[src/rtl/reg_share_arb.sv]
// Round-robin write arbiter owning a shared WIDTH-bit register.
// Owners hand off through a one-cycle idle gap; a hold limit rotates ownership under contention.
module reg_share_arb #(
   parameter int unsigned N_REQ    = 4,
   parameter int unsigned WIDTH    = 8,
   parameter int unsigned MAX_HOLD = 4
) (
   input  logic                       clk,
   input  logic                       r,
   input  logic [N_REQ-1:0]           req,
   input  logic [N_REQ*WIDTH-1:0]     wdata,
   output logic [N_REQ-1:0]           gnt,
   output logic [$clog2(N_REQ)-1:0]   owner,
   output logic [WIDTH-1:0]           q,
   output logic                       busy,
   output logic                       loaded
);

   localparam int unsigned PW = $clog2(N_REQ);
   localparam int unsigned HW = (MAX_HOLD > 1) ? $clog2(MAX_HOLD) : 1;
   localparam logic [HW-1:0] HOLD_LAST = HW'(MAX_HOLD - 1);

   typedef enum logic {
      IDLE  = 1'b0,
      GRANT = 1'b1
   } state_t;

   state_t            state, state_n;
   logic [PW-1:0]     ptr, ptr_n;
   logic [HW-1:0]     hold_cnt, hold_n;
   logic [N_REQ-1:0]  gnt_n;
   logic [PW-1:0]     owner_n;
   logic [WIDTH-1:0]  q_n;
   logic              busy_n, loaded_n;

   logic [PW-1:0]     winner;
   logic [PW-1:0]     idx;
   logic              hit;
   logic              others;
   logic              drop;
   logic [WIDTH-1:0]  slice [N_REQ];

   for (genvar i = 0; i < N_REQ; i++) begin : g_slice
      assign slice[i] = wdata[i*WIDTH +: WIDTH];
   end

   // First requester at or after ptr, wrapping modulo N_REQ.
   always_comb begin
      winner = ptr;
      idx    = ptr;
      hit    = 1'b0;
      for (int k = 0; k < N_REQ; k++) begin
         idx = ptr + PW'(k);
         if (!hit && req[idx]) begin
            winner = idx;
            hit    = 1'b1;
         end
      end
   end

   assign others = |(req & ~(N_REQ'(1) << owner));

   always_comb begin
      state_n  = state;
      ptr_n    = ptr;
      hold_n   = hold_cnt;
      gnt_n    = gnt;
      owner_n  = owner;
      q_n      = q;
      busy_n   = busy;
      loaded_n = 1'b0;
      drop     = 1'b0;
      case (state)
         IDLE: begin
            if (|req) begin
               state_n = GRANT;
               owner_n = winner;
               gnt_n   = N_REQ'(1) << winner;
               hold_n  = '0;
               busy_n  = 1'b1;
            end
         end
         GRANT: begin
            if (req[owner]) begin
               q_n      = slice[owner];
               loaded_n = 1'b1;
               if (hold_cnt == HOLD_LAST) begin
                  drop = others;
               end else begin
                  hold_n = hold_cnt + HW'(1);
               end
            end else begin
               drop = 1'b1;
            end
         end
         default: state_n = IDLE;
      endcase
      // Release or preemption: rotate pointer past the outgoing owner.
      if (drop) begin
         state_n = IDLE;
         gnt_n   = '0;
         busy_n  = 1'b0;
         hold_n  = '0;
         ptr_n   = owner + PW'(1);
      end
   end

   always_ff @(posedge clk or posedge r) begin
      if (r) begin
         state    <= IDLE;
         ptr      <= '0;
         hold_cnt <= '0;
         gnt      <= '0;
         owner    <= '0;
         q        <= '0;
         busy     <= 1'b0;
         loaded   <= 1'b0;
      end else begin
         state    <= state_n;
         ptr      <= ptr_n;
         hold_cnt <= hold_n;
         gnt      <= gnt_n;
         owner    <= owner_n;
         q        <= q_n;
         busy     <= busy_n;
         loaded   <= loaded_n;
      end
   end

endmodule

[config.mk]
export PLATFORM = sky130hd
export DESIGN_NAME = reg_share_arb
export DESIGN_NICKNAME = d
export VERILOG_FILES = /design/src/rtl/reg_share_arb.sv
export SDC_FILE = /design/constraint.sdc
export NUM_CORES = 1
export LEC_CHECK = 0
export ABC_AREA = 1
export CORE_MARGIN = 3
export CORE_UTILIZATION = 40
export DETAILED_ROUTE_END_ITERATION = 10
export HOLD_SLACK_MARGIN = 0.12
export PLACE_DENSITY = 0.85
export SLEW_MARGIN = 20
export SYNTH_ARGS = -nofsm -noshare
export SYNTH_HDL_FRONTEND = slang
export SYNTH_SLANG_ARGS = --single-unit
[constraint.sdc]
create_clock -name clk -period 3.64 [get_ports clk]
set_input_delay 0.728 -clock clk [delete_from_list [all_inputs] [get_ports clk]]
set_output_delay 0.728 -clock clk [all_outputs]
set_load 0.005 [all_outputs]
* Word level (Yosys, flattened, before mapping)
Index checks and enable logic that the tools add are counted.
** Operators by class
- Equality and inequality tests :: 5
- Multiply operators :: 0
- Shifts and indexed selects :: 2
- Order comparisons :: 6
- Add/sub/neg operators :: 5
- Multiplexer cells :: 38
- Bitwise logic cells :: 4
- Div/mod/pow operators :: 0
- Reductions and logical operators :: 13
** Operators by type and width (number)
- two-way mux 1 bit :: 19
- binary-select mux 8 bit (select 2 bit) :: 1
- two-way mux 8 bit :: 2
- less-than comparator 2 x 3 -> 1 bit (second input constant) :: 5
- two-way mux 2 bit :: 7
- two-way mux 4 bit :: 3
- binary-select mux 1 bit (select 2 bit) :: 5
- OR reduction 4 bit :: 2
- left shift 1 x 2 -> 4 bit (first input constant) :: 2
- adder 2 x 1 -> 2 bit (second input constant) :: 3
- inequality test 3 bit (second input constant) :: 2
- AND reduction 2 bit :: 3
- adder 2 bit (second input constant) :: 2
- bitwise AND 4 bit :: 1
- inverter 4 bit :: 1
- case mux 2 bit (2 select lines) :: 1
- >= comparator 3 bit (second input constant) :: 1
- logical AND 1 bit :: 3
- logical NOT 1 bit :: 3
- inequality test 3 x 1 -> 1 bit (second input constant) :: 1
- inverter 2 -> 3 bit :: 1
- AND reduction 3 bit :: 1
- == test 2 bit (second input constant) :: 1
- inequality test 2 x 1 -> 1 bit (second input constant) :: 1
- 2 further kinds :: 2
** Storage, ports and cells
- ROM bits :: 0
- Memories :: 0
- Register bits after elaboration :: 21
- Logic and storage cells :: 81
- RAM bits :: 0
- Input bits :: 38
- Latch bits :: 0

* Logic depth before layout (Yosys ltp)
Gate-level depths: netlist of run 1.
- Depth after elaboration :: 16
- Gate-level depth with buffers :: 15

* Least setup slack after synthesis of run 1
Ideal clock, no wire load.
- Path type :: register -> register
- Start :: register owner[0]
- End :: register gnt[2]
- Stages on the path, launching flop included :: 11
- Library setup time :: 0.124 ns
- Path slack :: 1.767 ns
- Clock period less this slack :: 1.873 ns
- Data arrival time :: 1.749 ns
- Required time :: 3.516 ns
- Cell sequence :: dfrtp_1 > buf_2 > inv_1 > buf_2 > buf_2 > ha_1 > o22ai_1 > o21ai_0 > nand2_1 > a21boi_0 > o21bai_2
** On the way
- Word-level cells in the longest chain between the ends :: 9
- Elaborated cells between the ends (all ways) :: 13
** Ends and longest elaborated chain
- from (decl) :: RTL line 13 : output logic [$clog2(N_REQ)-1:0] owner,
- from (signal assigned) :: RTL line 123 : owner <= owner_n;
- left shift 1 x 2 -> 4 bit :: RTL line 61 : assign others = |(req & ~(N_REQ'(1) << owner));
- inverter 4 bit :: RTL line 61
- bitwise AND 4 bit :: RTL line 61
- OR reduction 4 bit :: RTL line 61
- two-way mux 1 bit :: RTL line 87 : if (hold_cnt == HOLD_LAST) begin
- two-way mux 1 bit * :: RTL line 84 : if (req[owner]) begin
- two-way mux 1 bit * :: RTL line 73 : case (state)
- inequality test 2 x 1 -> 1 bit (no source line) or nonzero test 2 bit (tied branches)
- AND reduction 2 bit (no source line)
- to (signal assigned) :: RTL line 122 : gnt <= gnt_n;
- to (decl) :: RTL line 12 : output logic [N_REQ-1:0] gnt,
Mark *: on every way between the ends. The rest lies on a longest branch, timed or not. The select of a mux whose other input is x is not followed.
A chain may end at the register's enable or synchronous reset.

* Worst setup path in the final report of run 1
- Start :: register owner[0]
- End :: register hold_cnt[1]
** On the way
- Word-level cells in the longest chain between the ends :: 9
- Elaborated cells between the ends (all ways) :: 14
** Ends and longest elaborated chain
- left shift 1 x 2 -> 4 bit :: RTL line 61
- inverter 4 bit :: RTL line 61
- bitwise AND 4 bit :: RTL line 61
- OR reduction 4 bit :: RTL line 61
- two-way mux 1 bit :: RTL line 87
- two-way mux 1 bit :: RTL line 84
- two-way mux 1 bit :: RTL line 73
- inequality test 3 bit (no source line) or inequality test 3 x 1 -> 1 bit (tied branches)
- AND reduction 3 bit (no source line)
- to (signal assigned) :: RTL line 121 : hold_cnt <= hold_n;
- to (decl) :: RTL line 30 : logic [HW-1:0] hold_cnt, hold_n;
Parallel ways exist; a longest one is shown, timed or not. The select of a mux whose other input is x is not followed.

==> impl_metrics.csv, run 1 <==
group,metric,value,unit
detailed_routing,drt-vias-per-instance,5.03,
synth,yosys.area.top_type,"dfrtp_1",
synth,synthTopCellsByArea,"dfrtp_1 37%, nand2_1 18%, o21ai_0 8.3%",
power_and_ir_drop,power_density,768,nW/µm²
critical_path,crit-reg2reg-launch,"owner[0]$_DFFE_PP0P_",
global_routing,overflow,0,
critical_path,crit_path_top_delay_cell,"inv_1",
synth,synth-edff-count,0,
global_routing,antenna_found_initial,0,
critical_path,critPathArrivalTime,2.51,ns
cts,cts.htree.levels,1,
cts,cts_resized,0,
cts,cts_setup_buffers,0,
synth,synth_common_cells,"70 x nand2_1, 24 x o21ai_0, 21 x dfrtp_1",
timing,period_needed,2.28,ns
synth,synth_cells,207,
floorplanning,row_count,21,
critical_path,critPathCaptureType,"flop",
power_and_ir_drop,power_frac_seq,27.7,%
worst_hold_path,hold_path_class,"flop to flop",
timing,fmax,439,MHz
layout,nets,302,
cts,numCtsBuffers,3,
critical_path,path_cells,"buf_4, inv_1, nor2_1, o21ai_1, and2_1, nand2_1, nand2_1, nand3_1, o21ai_0",
cts,clk_latency,0.30,ns
critical_path,cpLargestDelayFamily,"simple AND/OR/NAND/NOR gates",
synth,ys_types,24,
floorplanning,chipWidth,66.0,µm
detailed_routing,wl_per_cell,11.6,µm
global_routing,gr-usage-all-layers,17.5,%
run,max-cap-violations,0,
timing,rsz0062_at_grt,"no",
critical_path,critPathLaunchType,"flop",
global_routing,grt_max_degree,23,
layout,drive_above_1_share,8.53,%
layout,area_growth,40.8,%
critical_path,critPathLaunch,"owner[0]$_DFFE_PP0P_",
critical_path,required,3.88,ns
synth,synth-seq-area-share,36.5,%
power_and_ir_drop,p_int,811,µW
timing,worstMarginPinSlew,0.760,ns
cts,hold_buffers,0,
timing,post-route-period-util,62.5,%
floorplanning,die_area,4350,µm²
critical_path,critPathBufInv,2,
synth,netlist_area,1440,µm²
power_and_ir_drop,combPwrFrac,65.1,%
timing,final.setup.tns,0,ns
power_and_ir_drop,clkPwrFrac,7.2,%
cts,clkTransAtPathRegs,0.12,ns
critical_path,max_stage_delay,0.45,ns
cts,clock_path_buffers,2,
floorplanning,start_util,42.5,%
synth,synth_nets,250,
cts,root_buffer,"clkbuf_4",
synth,yosysWarningCount,0,
timing,whs,0.483,ns
synth,yosysMostFrequentCell,"nand2_1",
power_and_ir_drop,p_leak,0.000984,µW
detailed_routing,ant_nets,0,
detailed_routing,drt_iter0_markers,42,
timing,setup_viol,0,
synth,ys_seq_elements,21,
synth,ys.flop_type,"dfrtp_1",
floorplanning,die_y,66.0,µm
floorplanning,ios,54,
placement,place_congestion,0.851,
critical_path,worstSetupPathType,"flop to flop",
detailed_routing,drc,0,
detailed_routing,vias,1529,
timing,maxSlewViolCount,0,
floorplanning,core,3390,µm²
detailed_routing,wl,3.52,mm
global_routing,grt_first_pass_wirelength,5.99,mm
worst_hold_path,min-delay-start,"q[4]$_DFFE_PP0P_",
timing,finalHoldViolCount,0,
global_routing,grt_pass1_vias,1466,
cts,cts_tree,"built",
synth,yosysTopAreaCellShare,36.5,%
power_and_ir_drop,swShare,47.8,%
synth,synth.avg_cell_area,6.95,µm²
placement,dp_hpwl,2.81,mm
cts,clock_sinks,21,
run_status,status,"finished clean",
power_and_ir_drop,switching_power,743,µW
timing,maxSlewHeadroom,49.3,%
layout,antenna_cells,0,
critical_path,path_max_fanout,22,
detailed_routing,dr.pass1.iters,4,
timing,finClkSkew,0.00882,ns
placement,io_buffers,53,
critical_path,cpMostUsedCell,"nand2_1",
synth,async_reset_ff_share,100,%
power_and_ir_drop,ir_worst_vdd,425,µV
[final timing paths]
kind                            slack, ns  cells past startpoint                 endpoint
worst min register to register       0.48                      2         q[4]$_DFFE_PP0P_
worst max-delay path                 1.36                      9  hold_cnt[1]$_DFFE_PP0P_
worst max register to register       1.36                      9  hold_cnt[1]$_DFFE_PP0P_
max in group asynchronous            2.31                      2         q[5]$_DFFE_PP0P_
worst min-delay path                 0.48                      2         q[4]$_DFFE_PP0P_
min in group asynchronous            0.85                      2       gnt[0]$_DFFE_PP0P_
[cell usage in the layout, fill, tap and decap left out]
cell type,instances
o21ai_1,1
o22ai_1,10
clkbuf_4,3
inv_4,1
nor2_8,1
nor4_1,1
a21oi_1,2
nand2_2,9
nor2_1,20
ha_1,5
clkbuf_1,1
nand2_4,1
a21boi_0,2
nand2_1,70
o21ai_0,24
clkdlybuf4s50_1,53
buf_4,1
xor2_1,1
inv_2,3
inv_1,11
nand3_2,1
nand3_1,13
o21bai_2,2
and2_1,1
dfrtp_1,21
[stage by stage]
| stage | utilization [%] | power [µW] | instance area (µm²) | setup slack, ns | cells |
|---|---|---|---|---|---|
| after detailed placement | 59.0 | 1450 | 2000 | 1.08 | 300 |
| final | 59.8 | 1550 | 2030 | 1.36 | 304 |
| after global placement | 59.0 | 1430 | 2000 | 1.15 | 300 |
| after global routing | 59.8 | 1720 | 2030 | 1.14 | 304 |
| after CTS | 59.8 | 1570 | 2030 | 1.38 | 304 |
| after floorplan | - | 1120 | 1440 | 1.77 | 207 |
[logic make-up (layout without fill, tap and decap cells)]
family	Yosys count	count (layout)	synth area share, %
buffers and inverters	22	73	6.52
DFF	21	21	36.5
AOI/OAI and AO/OA	41	41	16.3
and+or+nand+nor	117	117	35.7
adders and majority gates	5	5	4.35
xor gates and xnor gates	1	1	0.609
[power by group through the flow]
| stage | Sequential, µW | Clock (µW) | Combinational (µW) |
|---|---|---|---|
| final | 430 | 112 | 1010 |
| after global placement | 433 | 0 | 1000 |
| after CTS | 431 | 114 | 1020 |
| after floorplan | 415 | 0 | 705 |
| after detailed placement | 435 | 0 | 1020 |
| after global routing | 450 | 123 | 1150 |
[layout make-up]
cell class	instances	area, µm²
fill	301	1360
multi-input combinational	164	820
timing repair buffer	54	538
sequential	21	526
inverter	15	58.8
tap	46	57.6
clock buffer	4	26.3
[registers in the layout, indices dropped and copies added (netlist names)]
signal and cells:
q 8, ptr 2, busy 1, loaded 1, owner 2, gnt 4, hold_cnt 2, state 1
[layer usage]
layer,GRT usage (%),vias up,routed length (µm)
met2,32.3,49,1740
met3,5.78,7,255
met4,5.08,0,38
met5,0,-,0
li1,-,780,-
met1,18.7,693,1480
[tightest hold or removal path, stage by stage, from the launching register on]
cell     delay (ns)
dfrtp_1        0.36
nand2_1        0.05
nand2_1        0.05
(Power assumes the default switching activity.)
==> run 2: changes to the inputs <==
PLACE_DENSITY = 0.87   (was 0.85)
clock period = 1.9 ns   (was 3.64 ns; I/O delays follow)
==> run 2 against run 1 <==
Effect of this change: via count is 3.2% higher; largest cell class unchanged; non-clock buffer count increased by 9; largest power group unchanged; combinational power grew 110%; register-to-register slack worse by 1.2 ns; wire length up 6.5%; hold slack got worse by 0.11 ns; critical path depth fell by 7.
==> impl_metrics.csv, run 2 (same netlist as run 1, synthesis figures left out) <==
group,metric,value,unit
layout,reg_top3,"q x8, gnt x4",
global_routing,overflow,0,
cts,clock_path_buffers,2,
critical_path,crit_path_top_delay_cell,"clkdlybuf4s50_1",
critical_path,critPathLaunchType,"flop",
cts,cts.htree.levels,1,
layout,final_common_cell,"nand2_1",
placement,io_buffers,53,
timing,post-route-period-util,94.8,%
placement,place_congestion,0.825,
floorplanning,die_y,66.0,µm
floorplanning,ios,54,
timing,finalHoldViolCount,0,
critical_path,worstSetupPathType,"flop to output port",
detailed_routing,dr.pass1.iters,4,
worst_hold_path,hold_path_class,"input port to async pin",
timing,whs,0.370,ns
timing,maxSlewViolCount,0,
timing,finClkSkew,0.0156,ns
timing,fmax,555,MHz
power_and_ir_drop,p_leak,0.00103,µW
global_routing,antenna_found_initial,0,
placement,place_inst,308,
run,max-cap-violations,0,
power_and_ir_drop,power_density,1500,nW/µm²
cts,clkTransAtPathRegs,0.13,ns
timing,maxSlewHeadroom,74.4,%
timing,setup_viol,0,
critical_path,critPathArrivalTime,1.42,ns
layout,num-fill-cells,283,
layout,fin_area,2100,µm²
power_and_ir_drop,ir_worst_vdd,679,µV
placement,dp_hpwl,3.02,mm
floorplanning,start_util,42.5,%
critical_path,required,1.52,ns
global_routing,grt_max_degree,22,
timing,rsz0062_at_grt,"no",
detailed_routing,drt_iter0_markers,34,
cts,clock_sinks,21,
detailed_routing,ant_nets,0,
timing,period_needed,1.80,ns
detailed_routing,wl,3.75,mm
critical_path,critPathCaptureType,"output port",
layout,layout_common_cells,"70 x nand2_1, 53 x clkdlybuf4s50_1, 24 x o21ai_0",
placement,place_area,2060,µm²
cts,clk_latency,0.31,ns
global_routing,grt_first_pass_wirelength,6.14,mm
cts,numCtsBuffers,3,
critical_path,path_cells,"buf_4, clkdlybuf4s50_1",
layout,top_register,"q",
layout,layoutNonFillerInstCount,313,
floorplanning,die_area,4350,µm²
detailed_routing,drc,0,
run_status,status,"finished clean",
detailed_routing,wl_per_cell,12.0,µm
timing,worstMarginPinSlew,0.384,ns
global_routing,grt_pass1_vias,1447,
critical_path,max_stage_delay,0.51,ns
floorplanning,chipWidth,66.0,µm
global_routing,gr-usage-all-layers,18.2,%
floorplanning,core,3390,µm²
layout,drive_above_1_share,12.4,%
layout,area_growth,45.7,%
cts,root_buffer,"clkbuf_4",
layout,nets,311,
layout,antenna_cells,0,
cts,cts_tree,"built",
layout,largest_reg_flops,8,
floorplanning,row_count,21,
detailed_routing,vias,1578,
detailed_routing,drt-vias-per-instance,5.04,
critical_path,path_max_fanout,9,
## run 2: path summary, 6_finish.rpt
path	slack, ns	end	cells past startpoint	from
setup / recovery	0.1	owner[1]	2	owner[1]$_DFFE_PP0P_
hold / removal	0.37	gnt[0]$_DFFE_PP0P_	3	r
setup reg to reg	0.16	owner[1]$_DFFE_PP0P_	11	ptr[0]$_DFFE_PP0N_
hold reg to reg	0.49	q[2]$_DFFE_PP0P_	2	q[2]$_DFFE_PP0P_
max in group asynchronous	1.30	busy$_DFFE_PP0P_	3	r
min in group clk	0.49	q[2]$_DFFE_PP0P_	2	q[2]$_DFFE_PP0P_
## run 2: critical path, delay by kind of cell (launching register included)
| kind | cells | cell delay, ns |
|---|---|---|
| buffers and inverters | 2 | 0.67 |
| DFF | 1 | 0.43 |
## run 2: final cells by class
| type | instances | area, µm² | area share (%) |
|---|---|---|---|
| clock buffers | 3 | 22.5 | 1.07 |
| inverters | 15 | 58.8 | 2.81 |
| flip-flops and latches | 21 | 527 | 25.1 |
| multi-input cells | 164 | 820 | 39.1 |
| well taps | 46 | 57.6 | 2.75 |
| repair buffers | 63 | 606 | 28.9 |
| clock inverters | 1 | 5.00 | 0.239 |
## run 2: power by group
| part | switching, µW | total, µW | internal (µW) |
|---|---|---|---|
| Clock | 140 | 218 | 78.5 |
| Combinational | 1170 | 2100 | 926 |
| Sequential | 164 | 817 | 653 |
| Total | 1480 | 3130 | 1660 |
## run 2: per-stage QoR
step | total power, µW | setup slack (ns) | utilization [%] | setup TNS, ns
2_1_floorplan | 2150 | 0.0268 | - | 0
3_3_place_gp | 2840 | -0.0203 | 60.8 | -0.0397
3_5_place_dp | 2900 | -0.0532 | 60.8 | -0.258
4_1_cts | 3150 | 0.0504 | 61.8 | 0
5_1_grt | 3450 | 0.0215 | 61.8 | 0
6_report | 3130 | 0.0981 | 61.8 | 0
## run 2: what timing repair did
item / in CTS / in global routing
hold buffers: 0 / 0
setup endpoints to repair: 1 / 1
gates resized for setup: 0 / 1
setup buffers: 1 / 0
## run 2: metal layers
layer	vias to the layer above	track usage (%)	routed length, µm
li1	796	-	-
met5	-	0	0
met1	724	19.6	1560
met4	0	7.36	81
met3	6	4.93	219
met2	52	33.2	1890
==> run 3: changes to the inputs <==
PLACE_DENSITY = 0.85   (was 0.87)
REMOVE_ABC_BUFFERS = 1   (was default)
SKIP_LAST_GASP = 1   (was default)
clock period = 1.8 ns   (was 1.9 ns; I/O delays follow)
==> run 3 against run 2 <==
Effect of this change: sequential power rose by 6.4%; hold slack improved by 0.00061 ns; core utilization rose by 1.0 points; cell area rose by 1.6%; register-to-register slack got worse by 0.02 ns; via count fell by 0.63%; sequential share of layout area fell by 0.34 points; total power rose by 8.0%; combinational power rose by 9%; wire length rose by 0.48%; critical path depth did not move; worst setup slack got worse by 0.022 ns.
==> impl_metrics.csv, run 3 (same netlist as run 1, synthesis figures left out) <==
group,metric,value,unit
floorplanning,die_y,66.0,µm
detailed_routing,wl_met1,1.63,mm
detailed_routing,ant_nets,0,
cts,clock_path_buffers,2,
placement,dp_worst_setup_slack,-0.153,ns
floorplanning,ios,54,
placement,io_buffers,53,
timing,setup_viol,0,
timing,finalHoldViolCount,0,
timing,maxSlewHeadroom,78.3,%
layout,largest_reg_flops,8,
cts,clock_sinks,21,
run_status,status,"finished clean",
layout,top_register,"q",
critical_path,critPathLaunchType,"flop",
detailed_routing,drt-vias-per-instance,4.95,
critical_path,r2r_end,"owner[1]$_DFFE_PP0P_",
layout,final_common_cell,"nand2_1",
layout,num-fill-cells,308,
timing,worstMarginPinSlew,0.325,ns
floorplanning,die_area,4350,µm²
cts,cts.htree.levels,1,
timing,maxSlewViolCount,0,
detailed_routing,routed-wl-met2,1.84,mm
global_routing,grt_pass1_vias,1404,
critical_path,crit_path_top_delay_cell,"clkdlybuf4s50_1",
timing,post-route-period-util,95.8,%
detailed_routing,wl,3.77,mm
detailed_routing,dr.pass1.iters,4,
global_routing,antenna_found_initial,0,
power_and_ir_drop,ir_worst_vdd,758,µV
detailed_routing,wl_per_cell,11.9,µm
critical_path,r2r_cells,10,
global_routing,overflow,0,
critical_path,required,1.44,ns
detailed_routing,drt_iter0_markers,136,
detailed_routing,top_layer,"met4",
placement,dp_hpwl,2.99,mm
cts,clkTransAtPathRegs,0.12,ns
global_routing,grt_max_degree,22,
cts,clk_latency,0.30,ns
critical_path,crit-reg2reg-launch,"ptr[0]$_DFFE_PP0N_",
layout,fin_area,2130,µm²
critical_path,critPathArrivalTime,1.36,ns
timing,period_needed,1.72,ns
detailed_routing,drc,0,
layout,regArea,528,µm²
cts,numCtsBuffers,3,
critical_path,path_cells,"buf_4, clkdlybuf4s50_1",
layout,reg_top3,"q x8, gnt x4",
critical_path,path_max_fanout,4,
run,max-cap-violations,0,
global_routing,gr-usage-all-layers,18.5,%
critical_path,rrSetupSlack,0.14,ns
placement,place_area,2080,µm²
global_routing,grt_first_pass_wirelength,6.26,mm
timing,finalWorstSetupSlack,0.0763,ns
floorplanning,start_util,42.5,%
layout,layoutNonFillerInstCount,317,
detailed_routing,vias,1568,
timing,finClkSkew,0.00729,ns
layout,area_growth,48.0,%
worst_hold_path,hold_path_class,"input port to async pin",
power_and_ir_drop,power_density,1590,nW/µm²
timing,fmax,580,MHz
cts,root_buffer,"clkbuf_4",
layout,layout_common_cells,"70 x nand2_1, 53 x clkdlybuf4s50_1, 23 x o21ai_0",
critical_path,critPathCaptureType,"output port",
cts,cts_tree,"built",
timing,final.setup.tns,0,ns
floorplanning,core,3390,µm²
critical_path,worstSetupPathType,"flop to output port",
floorplanning,row_count,21,
layout,multiInputGateArea,820,µm²
layout,nets,315,
layout,drive_above_1_share,14.0,%
placement,place_inst,311,
power_and_ir_drop,p_leak,0.00105,µW
critical_path,max_stage_delay,0.51,ns
placement,place_congestion,0.793,
floorplanning,chipWidth,66.0,µm
detailed_routing,wl_met3,293,µm
timing,whs,0.371,ns
layout,antenna_cells,0,
## run 3: cell type report
type                    instances  share of cell area, %
inverters                      15                   2.76
clock buffers                   4                   1.23
flip-flops and latches         21                   24.8
multi-input cells             164                   38.5
well taps                      46                   2.70
repair buffers                 67                   30.0
## run 3: worst max-delay path by stage
| stage | from | to | slack (ns) | cells after the start |
|---|---|---|---|---|
| floorplan | owner[0]$_DFFE_PP0P_ | gnt[3]$_DFFE_PP0P_ | -0.18 | 8 |
| global placement | req[2] | gnt[0]$_DFFE_PP0P_ | -0.11 | 12 |
| detailed placement | req[3] | owner[1]$_DFFE_PP0P_ | -0.15 | 11 |
| CTS | owner[1]$_DFFE_PP0P_ | owner[1] | 0.03 | 2 |
| global route | ptr[0]$_DFFE_PP0N_ | gnt[1]$_DFFE_PP0P_ | -0.02 | 12 |
| finish | owner[0]$_DFFE_PP0P_ | owner[0] | 0.08 | 2 |
## run 3: critical path, delay by kind of cell, from the launching register on
| kind | cells | cell delay [ns] |
|---|---|---|
| buf+inv | 2 | 0.66 |
| flops | 1 | 0.40 |
## run 3: layer usage
layer	GRT usage, %	vias to the layer above
met1	21.9	710
met3	6.97	2
met2	32.5	54
li1	-	802
met5	0	-
met4	2.28	0
## run 3: through the flow
| stage | power (µW) | util, % |
|---|---|---|
| global placement | 3070 | 61.4 |
| floorplan | 2200 | - |
| global route | 3760 | 62.8 |
| detailed placement | 3120 | 61.4 |
| finish | 3380 | 62.8 |
| CTS | 3370 | 62.2 |
## run 3: what timing repair did
item | 4_1_cts | 5_1_grt
hold endpoints to repair | 0 | 0
gates resized for setup | 0 | 5
setup endpoints to repair | 0 | 9
hold buffers | 0 | 0
setup buffers | 0 | 2
## run 3: where the power goes
group / internal, µW / switching [µW]
clock: 86.4 / 143
combinational: 1040 / 1250
sequential: 692 / 177
total: 1810 / 1570
==> RTL change, RTL diff (config.mk and constraints of run 2) <==
`N_REQ`: 4 -> 8.
--- a/src/rtl/reg_share_arb.sv
+++ b/src/rtl/reg_share_arb.sv
@@ -3,3 +3,3 @@
 module reg_share_arb #(
-   parameter int unsigned N_REQ    = 4,
+   parameter int unsigned N_REQ    = 8,
    parameter int unsigned WIDTH    = 8,
Interface: changed (resized gnt, owner, req and wdata); port bits go from 54 to 95. No check against the original RTL was run, so the function may have changed too.
==> RTL change against run 2 <==
The run now ends with negative setup slack left; sequential cell count grew 6; count of clock-buffer cells in the layout is the same; sequential power grew 31%; total power grew to 3.1 times the old value; core utilization grew 16 points; routed wire length grew to 2.8 times the old value; setup slack lost 0.67 ns; final area grew 120%; synthesized area grew 79%.
==> RTL change: results (changes against run 2) <==
- Status: finished, violations left
- Failing checks: negative setup slack
- Register area share after synthesis: 26.3% (-10 points)
- Clock transition at path regs: 0.10 ns (-0.03 ns)
- FF+latch count: 27 (+29%)
- Resize count post-CTS: 52 (+52)
- Detailed Route WL: 10600 um (+180%)
- PnR worst setup slack: -0.572 ns (-0.670 ns)
- 1st-iter DRT viols: 187 (+450%)
- Top Registers: gnt x8, q x8
- Post-CTS setup buffers: 12 (+11)
- Met1 Resource Use GR: 26.1% (+6.5 points)
- RD Place Congestion: 0.963 (+17%)
- Layout cell share with drive strength beyond 1: 32.5% (+20 points)
- Met3 usage: 5.80% (+0.87 points)
- M2 GR Usage: 48.5% (+15 points)
- Detailed Place HPWL: 6840 um (+130%)
- Reg2reg path depth: 17 (+6)
- Seq/total area: 14.5% (-11 points)
- Clk_lat worst skew: 0.28 ns (-0.03 ns)
- Multi-input combinational area share: 45.6% (+6.5 points)
- Non-clock buffers: 166 (+160%)
- Setup Viol. Count Final: 12 (+12)
- Crit. Startpoint: ptr[0]
- Critical path peak fanout: 8 (-1)
- Vias in the first global route: 3414 (+140%)
- Setup TNS: -5.75 ns (-5.75 ns)
- Inverters: 34 (+19)
- Largest net degree at the start of global routing: 28 (+27%)
- Final nets: 651 (+110%)
- Largest cells by area after synthesis: dfrtp_1 26%, nand2_1 17%, nand3_1 9.7%, o21ai_0 8.9%, nor2_1 7.0%
[RTL change: power groups by stage]
stage | Combinational, mW | Sequential, mW | Clock [mW]
after detailed placement | 5.71 | 1.01 | 0
after global placement | 5.57 | 1.00 | 0
after global routing | 8.78 | 1.09 | 0.370
after CTS | 6.53 | 1.01 | 0.339
after floorplan | 3.78 | 1.01 | 0
final | 8.16 | 1.07 | 0.344
[RTL change: stage by stage]
stage	util, %	cell area, sq um	setup WS (ns)	hold slack [ns]	std cells
after floorplan	-	2660	-0.330	0.433	414
after global placement	64.7	3920	-0.543	0.472	610
after detailed placement	64.7	3920	-0.602	0.482	610
after CTS	70.3	4260	-0.352	0.478	626
after global routing	77.6	4700	-0.821	0.518	642
final	77.6	4700	-0.572	0.465	642
[RTL change: kinds of logic after synthesis]
logic type,synth area share [%]
compound gates,20.1
flops,26.3
buf+inv,8.27
fa+ha+maj,4.38
xor+xnor,1.36
simple gates,39.6
[RTL change: metal layers]
| layer | vias to the layer above | wire length, um |
|---|---|---|
| met5 | - | 0 |
| met4 | 0 | 588 |
| met3 | 55 | 651 |
| met2 | 168 | 5650 |
| met1 | 1673 | 3730 |
| li1 | 1696 | - |
[RTL change: critical path, cell delays in order (launching register included)]
cell	delay, ns
dfrtp_1	0.42
buf_4	0.16
buf_6	0.14
nand2_1	0.11
nand3_1	0.12
nand2_1	0.10
nand2_1	0.07
nand2_2	0.13
nand3_4	0.09
nor2_4	0.17
nand4_1	0.20
nor2_2	0.16
nor2_2	0.07
nand2_4	0.11
nand2_4	0.08
nor2_1	0.10
nand3_1	0.10
nand2_1	0.08
